## src/rtl/adc_sar_ctrl_12bit.sv

```systemverilog
// adc_sar_ctrl_12bit: SAR sequencer for the 12-bit cap-array ADC: sample, 12 binary-search trials,
// trial-code decode to row/column/LSB enables, and start/valid result handshake.
module adc_sar_ctrl_12bit #(
  parameter int SAMPLE_CYCLES = 4,
  parameter int SETTLE_CYCLES = 2,
  parameter bit COMP_INV = 1'b0
) (
  input  logic        clk,
  input  logic        rst,
  input  logic        start,
  input  logic        comp,
  output logic        busy,
  output logic        valid,
  output logic [11:0] data,
  output logic        sample,
  output logic        sample_n,
  output logic        sw,
  output logic        sw_n,
  output logic [15:0] row_n,
  output logic [15:0] rowon_n,
  output logic [15:0] rowoff_n,
  output logic [31:0] col,
  output logic [31:0] col_n,
  output logic [2:0]  en_bit_n,
  output logic        en_C0_n
);
  localparam int CW = $clog2((SAMPLE_CYCLES > SETTLE_CYCLES ? SAMPLE_CYCLES : SETTLE_CYCLES) + 1);
  typedef enum logic [1:0] {IDLE, SAMPLE, CONV, DONE} state_t;
  state_t state, state_nxt;
  logic [CW-1:0] cnt, cnt_nxt;
  logic [3:0] idx, idx_nxt;
  logic [11:0] t, t_nxt;
  logic c;
  logic [15:0] row_d, rowon_d, rowoff_d;
  logic [31:0] col_d;
  always_comb begin
    state_nxt = state;
    cnt_nxt = cnt;
    idx_nxt = idx;
    t_nxt = t;
    c = comp ^ COMP_INV;
    case (state)
      IDLE: if (start) begin
        state_nxt = SAMPLE;
        cnt_nxt = CW'(SAMPLE_CYCLES - 1);
        t_nxt = '0;
      end
      SAMPLE: if (cnt == '0) begin
        state_nxt = CONV;
        cnt_nxt = CW'(SETTLE_CYCLES - 1);
        idx_nxt = 4'd11;
        t_nxt = 12'h800;
      end else cnt_nxt = cnt - 1'b1;
      CONV: if (cnt != '0) cnt_nxt = cnt - 1'b1;
      else begin
        t_nxt[idx] = c;
        if (idx != '0) begin
          t_nxt[idx - 1'b1] = 1'b1;
          idx_nxt = idx - 1'b1;
          cnt_nxt = CW'(SETTLE_CYCLES - 1);
        end else state_nxt = DONE;
      end
      default: begin
        state_nxt = IDLE;
        t_nxt = '0;
      end
    endcase
  end
  // decode the code being loaded this edge so the enables change together with t
  always_comb begin
    row_d = '1;
    rowon_d = '1;
    rowoff_d = '1;
    col_d = '0;
    for (int r = 0; r < 16; r++) begin
      rowon_d[r] = r >= int'(t_nxt[11:8]);
      row_d[r] = r != int'(t_nxt[11:8]);
      rowoff_d[r] = r <= int'(t_nxt[11:8]);
    end
    for (int k = 0; k < 32; k++) col_d[k] = k < int'(t_nxt[7:3]);
  end
  always_ff @(posedge clk or posedge rst) begin
    if (rst) begin
      state <= IDLE;
      cnt <= '0;
      idx <= '0;
      t <= '0;
      busy <= 1'b0;
      valid <= 1'b0;
      data <= '0;
      sample <= 1'b0;
      sample_n <= 1'b1;
      sw <= 1'b0;
      sw_n <= 1'b1;
      en_C0_n <= 1'b1;
      row_n <= 16'hFFFE;
      rowon_n <= 16'hFFFF;
      rowoff_n <= 16'h0001;
      col <= '0;
      col_n <= '1;
      en_bit_n <= 3'b111;
    end else begin
      state <= state_nxt;
      cnt <= cnt_nxt;
      idx <= idx_nxt;
      t <= t_nxt;
      busy <= state_nxt != IDLE || state == DONE;
      valid <= state == DONE;
      if (state == DONE) data <= t;
      sample <= state_nxt == SAMPLE;
      sample_n <= state_nxt != SAMPLE;
      sw <= state_nxt == SAMPLE;
      sw_n <= state_nxt != SAMPLE;
      en_C0_n <= !(state_nxt == SAMPLE || state_nxt == CONV);
      row_n <= row_d;
      rowon_n <= rowon_d;
      rowoff_n <= rowoff_d;
      col <= col_d;
      col_n <= ~col_d;
      en_bit_n <= ~t_nxt[2:0];
    end
  end
endmodule

```

## config.mk

```make
export PLATFORM = sky130hd
export DESIGN_NAME = adc_sar_ctrl_12bit
export DESIGN_NICKNAME = d
export VERILOG_FILES = /design/src/rtl/adc_sar_ctrl_12bit.sv
export SDC_FILE = /design/constraint.sdc
export NUM_CORES = 1
export LEC_CHECK = 0
export ABC_AREA = 0
export BUFFER_PORTS_ARGS = -buffer_cell sky130_fd_sc_hd__buf_4
export CAP_MARGIN = 20
export CORE_MARGIN = 2
export CORE_UTILIZATION = 54
export CTS_CLUSTER_DIAMETER = 40
export DETAILED_ROUTE_END_ITERATION = 16
export PLACE_DENSITY = 0.9
export SLEW_MARGIN = 5
export SYNTH_ARGS = -nofsm -noshare
export SYNTH_HDL_FRONTEND = slang
export SYNTH_SLANG_ARGS = --single-unit
```

## constraint.sdc

```tcl
create_clock -name clk -period 5.15 [get_ports clk]
set_input_delay 0.515 -clock clk [delete_from_list [all_inputs] [get_ports clk]]
set_output_delay 0.515 -clock clk [all_outputs]
set_load 0.02 [all_outputs]
```

==> impl_metrics.py <==
metrics = {
    "outcome": {
        "outcome": "complete, no violations",
    },
    "cts": {
        "cts_tree": "yes",
        "cts_inserted_buffers": 17,
        "cts-root-buf": "clkbuf_16",
        "cts_resized": 0,
        "htree_levels": 4,
        "cts_setup_buffers": 0,
        "insertion_delay_ns": 0.43,
        "ctsHoldBuffers": 0,
        "cts.reportedPaths.clkPinSlew_ns": 0.06,
        "clock_sinks": 147,
        "clock_path_buffers": 2,
    },
    "cells_and_area": {
        "final_area_um2": 7740,
        "n_antenna_cell": 0,
        "utilization": 0.684,
        "area_growth_pct": 24.3,
        "fill_cells": 796,
        "fin_nets": 637,
        "fin_cells": 773,
        "drive_gt1_frac": 0.438,
    },
    "worst_setup_path": {
        "critPathMaxStageDelay_ns": 0.82,
        "worstSetupPathType": "reg -> reg",
        "cp_cell_sequence": "inv_1, ha_1, nand2_1, o221ai_1, a221oi_2, nor3b_2, a31oi_1",
        "cp_slowest_cell": "a221oi_2",
        "cp-start-kind": "flip-flop",
        "cp_data_required_time_ns": 5.41,
        "crit_buf_inv": 1,
        "crit_path_end_kind": "flip-flop",
        "crit_family": "compound AO/OA/AOI/OAI gates",
        "path_max_fanout": 19,
        "cp.arrival_ns": 3.76,
    },
    "drt": {
        "postRouteAntennaNets": 0,
        "wirelength_mm": 14.6,
        "first_iter_violations": 324,
        "dr.pass1.iters": 5,
        "via_count": 4387,
        "wl_per_cell_um": 18.9,
        "vias_per_cell": 5.68,
        "drc_errors": 0,
    },
    "synthesis": {
        "ys_ff_latch": 147,
        "yosys_warnings": 0,
        "syn_inst": 506,
        "synth-edff-count": 0,
        "ys_top_cells_by_area": "dfrtp_1 33%, dfstp_2 28%, ha_1 3.2%",
        "yosysMostFrequentCell": "dfrtp_1",
        "syn-cell-area_um2": 6230,
        "async_flop_share": 1.00,
        "yosysSeqAreaShare": 0.604,
        "yosys.cell_types.count": 73,
        "synth_ff_type": "dfrtp_1",
        "synth_top_cell_by_area": "dfrtp_1",
        "synthTopCellsByCount": "81 x dfrtp_1, 66 x dfstp_2, 32 x a21oi_1",
        "syn_avg_cell_area_um2": 12.3,
        "synth_top_area_frac": 0.325,
    },
    "power": {
        "power_density_nw_per_um2": 469,
        "finalPower_mw": 3.63,
        "ir_worst_vdd_uv": 391,
        "cellLeakagePower_nw": 3.55,
    },
    "grt": {
        "grt_max_degree": 87,
        "grt_pass1_wl_mm": 23.5,
        "grt_pass1_vias": 4395,
        "busiest_layer": "met2",
        "grt_use_met1": 0.299,
        "grt_overflow": 0,
        "met2_usage": 0.407,
        "gr-usage-all-layers": 0.243,
        "grtUsageMet3": 0.0876,
        "antenna_found_initial": 0,
    },
    "die": {
        "core_area_um2": 11300,
        "pin_count": 138,
        "die_h_um": 111,
        "initial_core_util": 0.550,
        "die_w_um": 111,
        "die_area_um2": 12400,
        "rows": 39,
    },
    "placed_design": {
        "dpl.hpwl_mm": 9.95,
        "postPlaceCellArea_um2": 7180,
        "gp_congestion": 0.875,
        "portBuffers": 133,
        "dp_worst_setup_slack_ns": 1.68,
        "dp_cells": 741,
    },
    "run": {
        "cap_violations": 0,
    },
    "sta": {
        "rsz0062_at_grt": "no",
        "hold_ws_ns": 0.220,
        "hold_viol_final": 0,
        "setup_slack_ns": 1.66,
        "setup_viol": 0,
        "drv_slew": 0,
        "period_share": 0.678,
        "fmax_mhz": 286,
        "tns_ns": 0,
        "relSlewSlack": 0.393,
        "period_needed_ns": 3.49,
        "skew_ns": 0.00833,
        "tightestPinTransition_ns": 0.910,
    },
    "min_path": {
        "holdCritPathClass": "in -> async",
    },
}
## layout by cell type, fill, tap and decap left out, types with 4 or more instances in the layout
master,synthesis,final
inv_1,20,19
mux2i_1,7,7
or2_1,4,4
mux2_2,12,12
a21oi_1,32,32
conb_1,2,4
buf_4,12,135
ha_1,16,15
nand3b_1,6,6
dfrtp_1,81,81
nand2_1,21,21
nand4_1,5,5
a21o_1,24,24
nor3_1,10,10
nand3_1,24,24
or3_1,4,4
dfstp_2,66,66
and3_1,6,6
nor2_1,17,17
o21ai_0,18,18
and2_1,4,4
and3b_1,4,4
clkinv_2,0,4
clkbuf_16,0,17
o31ai_1,4,4
a31oi_1,7,7
## logic make-up after synthesis
logic type               after synthesis  share of synthesized area
adder cells (fa/ha/maj)               16                     0.0321
AND/OR/NAND/NOR                      126                      0.118
flip-flops                           147                      0.604
other                                  2                    0.00121
multiplexers                          19                     0.0329
AO/OA/AOI/OAI                        129                      0.157
buffers and inverters                 67                     0.0550
## state kept, by name (all words and copies together) (netlist names), 2 cells and up
register / count
col_n: 31
col: 30
row_n: 16
rowoff_n: 15
rowon_n: 15
data: 12
t: 11
idx: 4
cnt: 3
en_bit_n: 3
state: 2
## power by group
part           leakage (nW)  switching [mW]  internal (mW)
clock network         0.279           0.481          0.692
logic                  1.48           0.672          0.372
registers              1.79           0.111           1.31
## worst paths after layout
path,startpoint,endpoint,slack [ns],depth (start not counted)
hold / removal,rst,col[20],0.22,2
hold reg to reg,cnt[1],cnt[1],0.51,1
setup reg to reg,state[0],rowoff_n[1],1.66,7
setup / recovery,state[0],rowoff_n[1],1.66,7
min in group clk,cnt[1],cnt[1],0.51,1
max in group asynchronous,rst,sw,3.69,3
## cell type report
type | count | area [um^2] | area share
Clock buffer | 21 | 460 | 0.0595
Timing Repair Buffer | 135 | 1010 | 0.131
Inverter | 22 | 90.1 | 0.0116
Clock inverter | 11 | 104 | 0.0134
Multi-Input combinational cell | 294 | 2130 | 0.276
Tap cell | 143 | 179 | 0.0231
Sequential cell | 147 | 3760 | 0.486
## metal layers
| layer | routed length (um) | up-vias |
|---|---|---|
| met5 | 0 | - |
| li1 | - | 2007 |
| met3 | 1180 | 21 |
| met1 | 5760 | 2184 |
| met4 | 204 | 0 |
| met2 | 7440 | 175 |
Note: power is estimated with default switching activity, not from simulation.
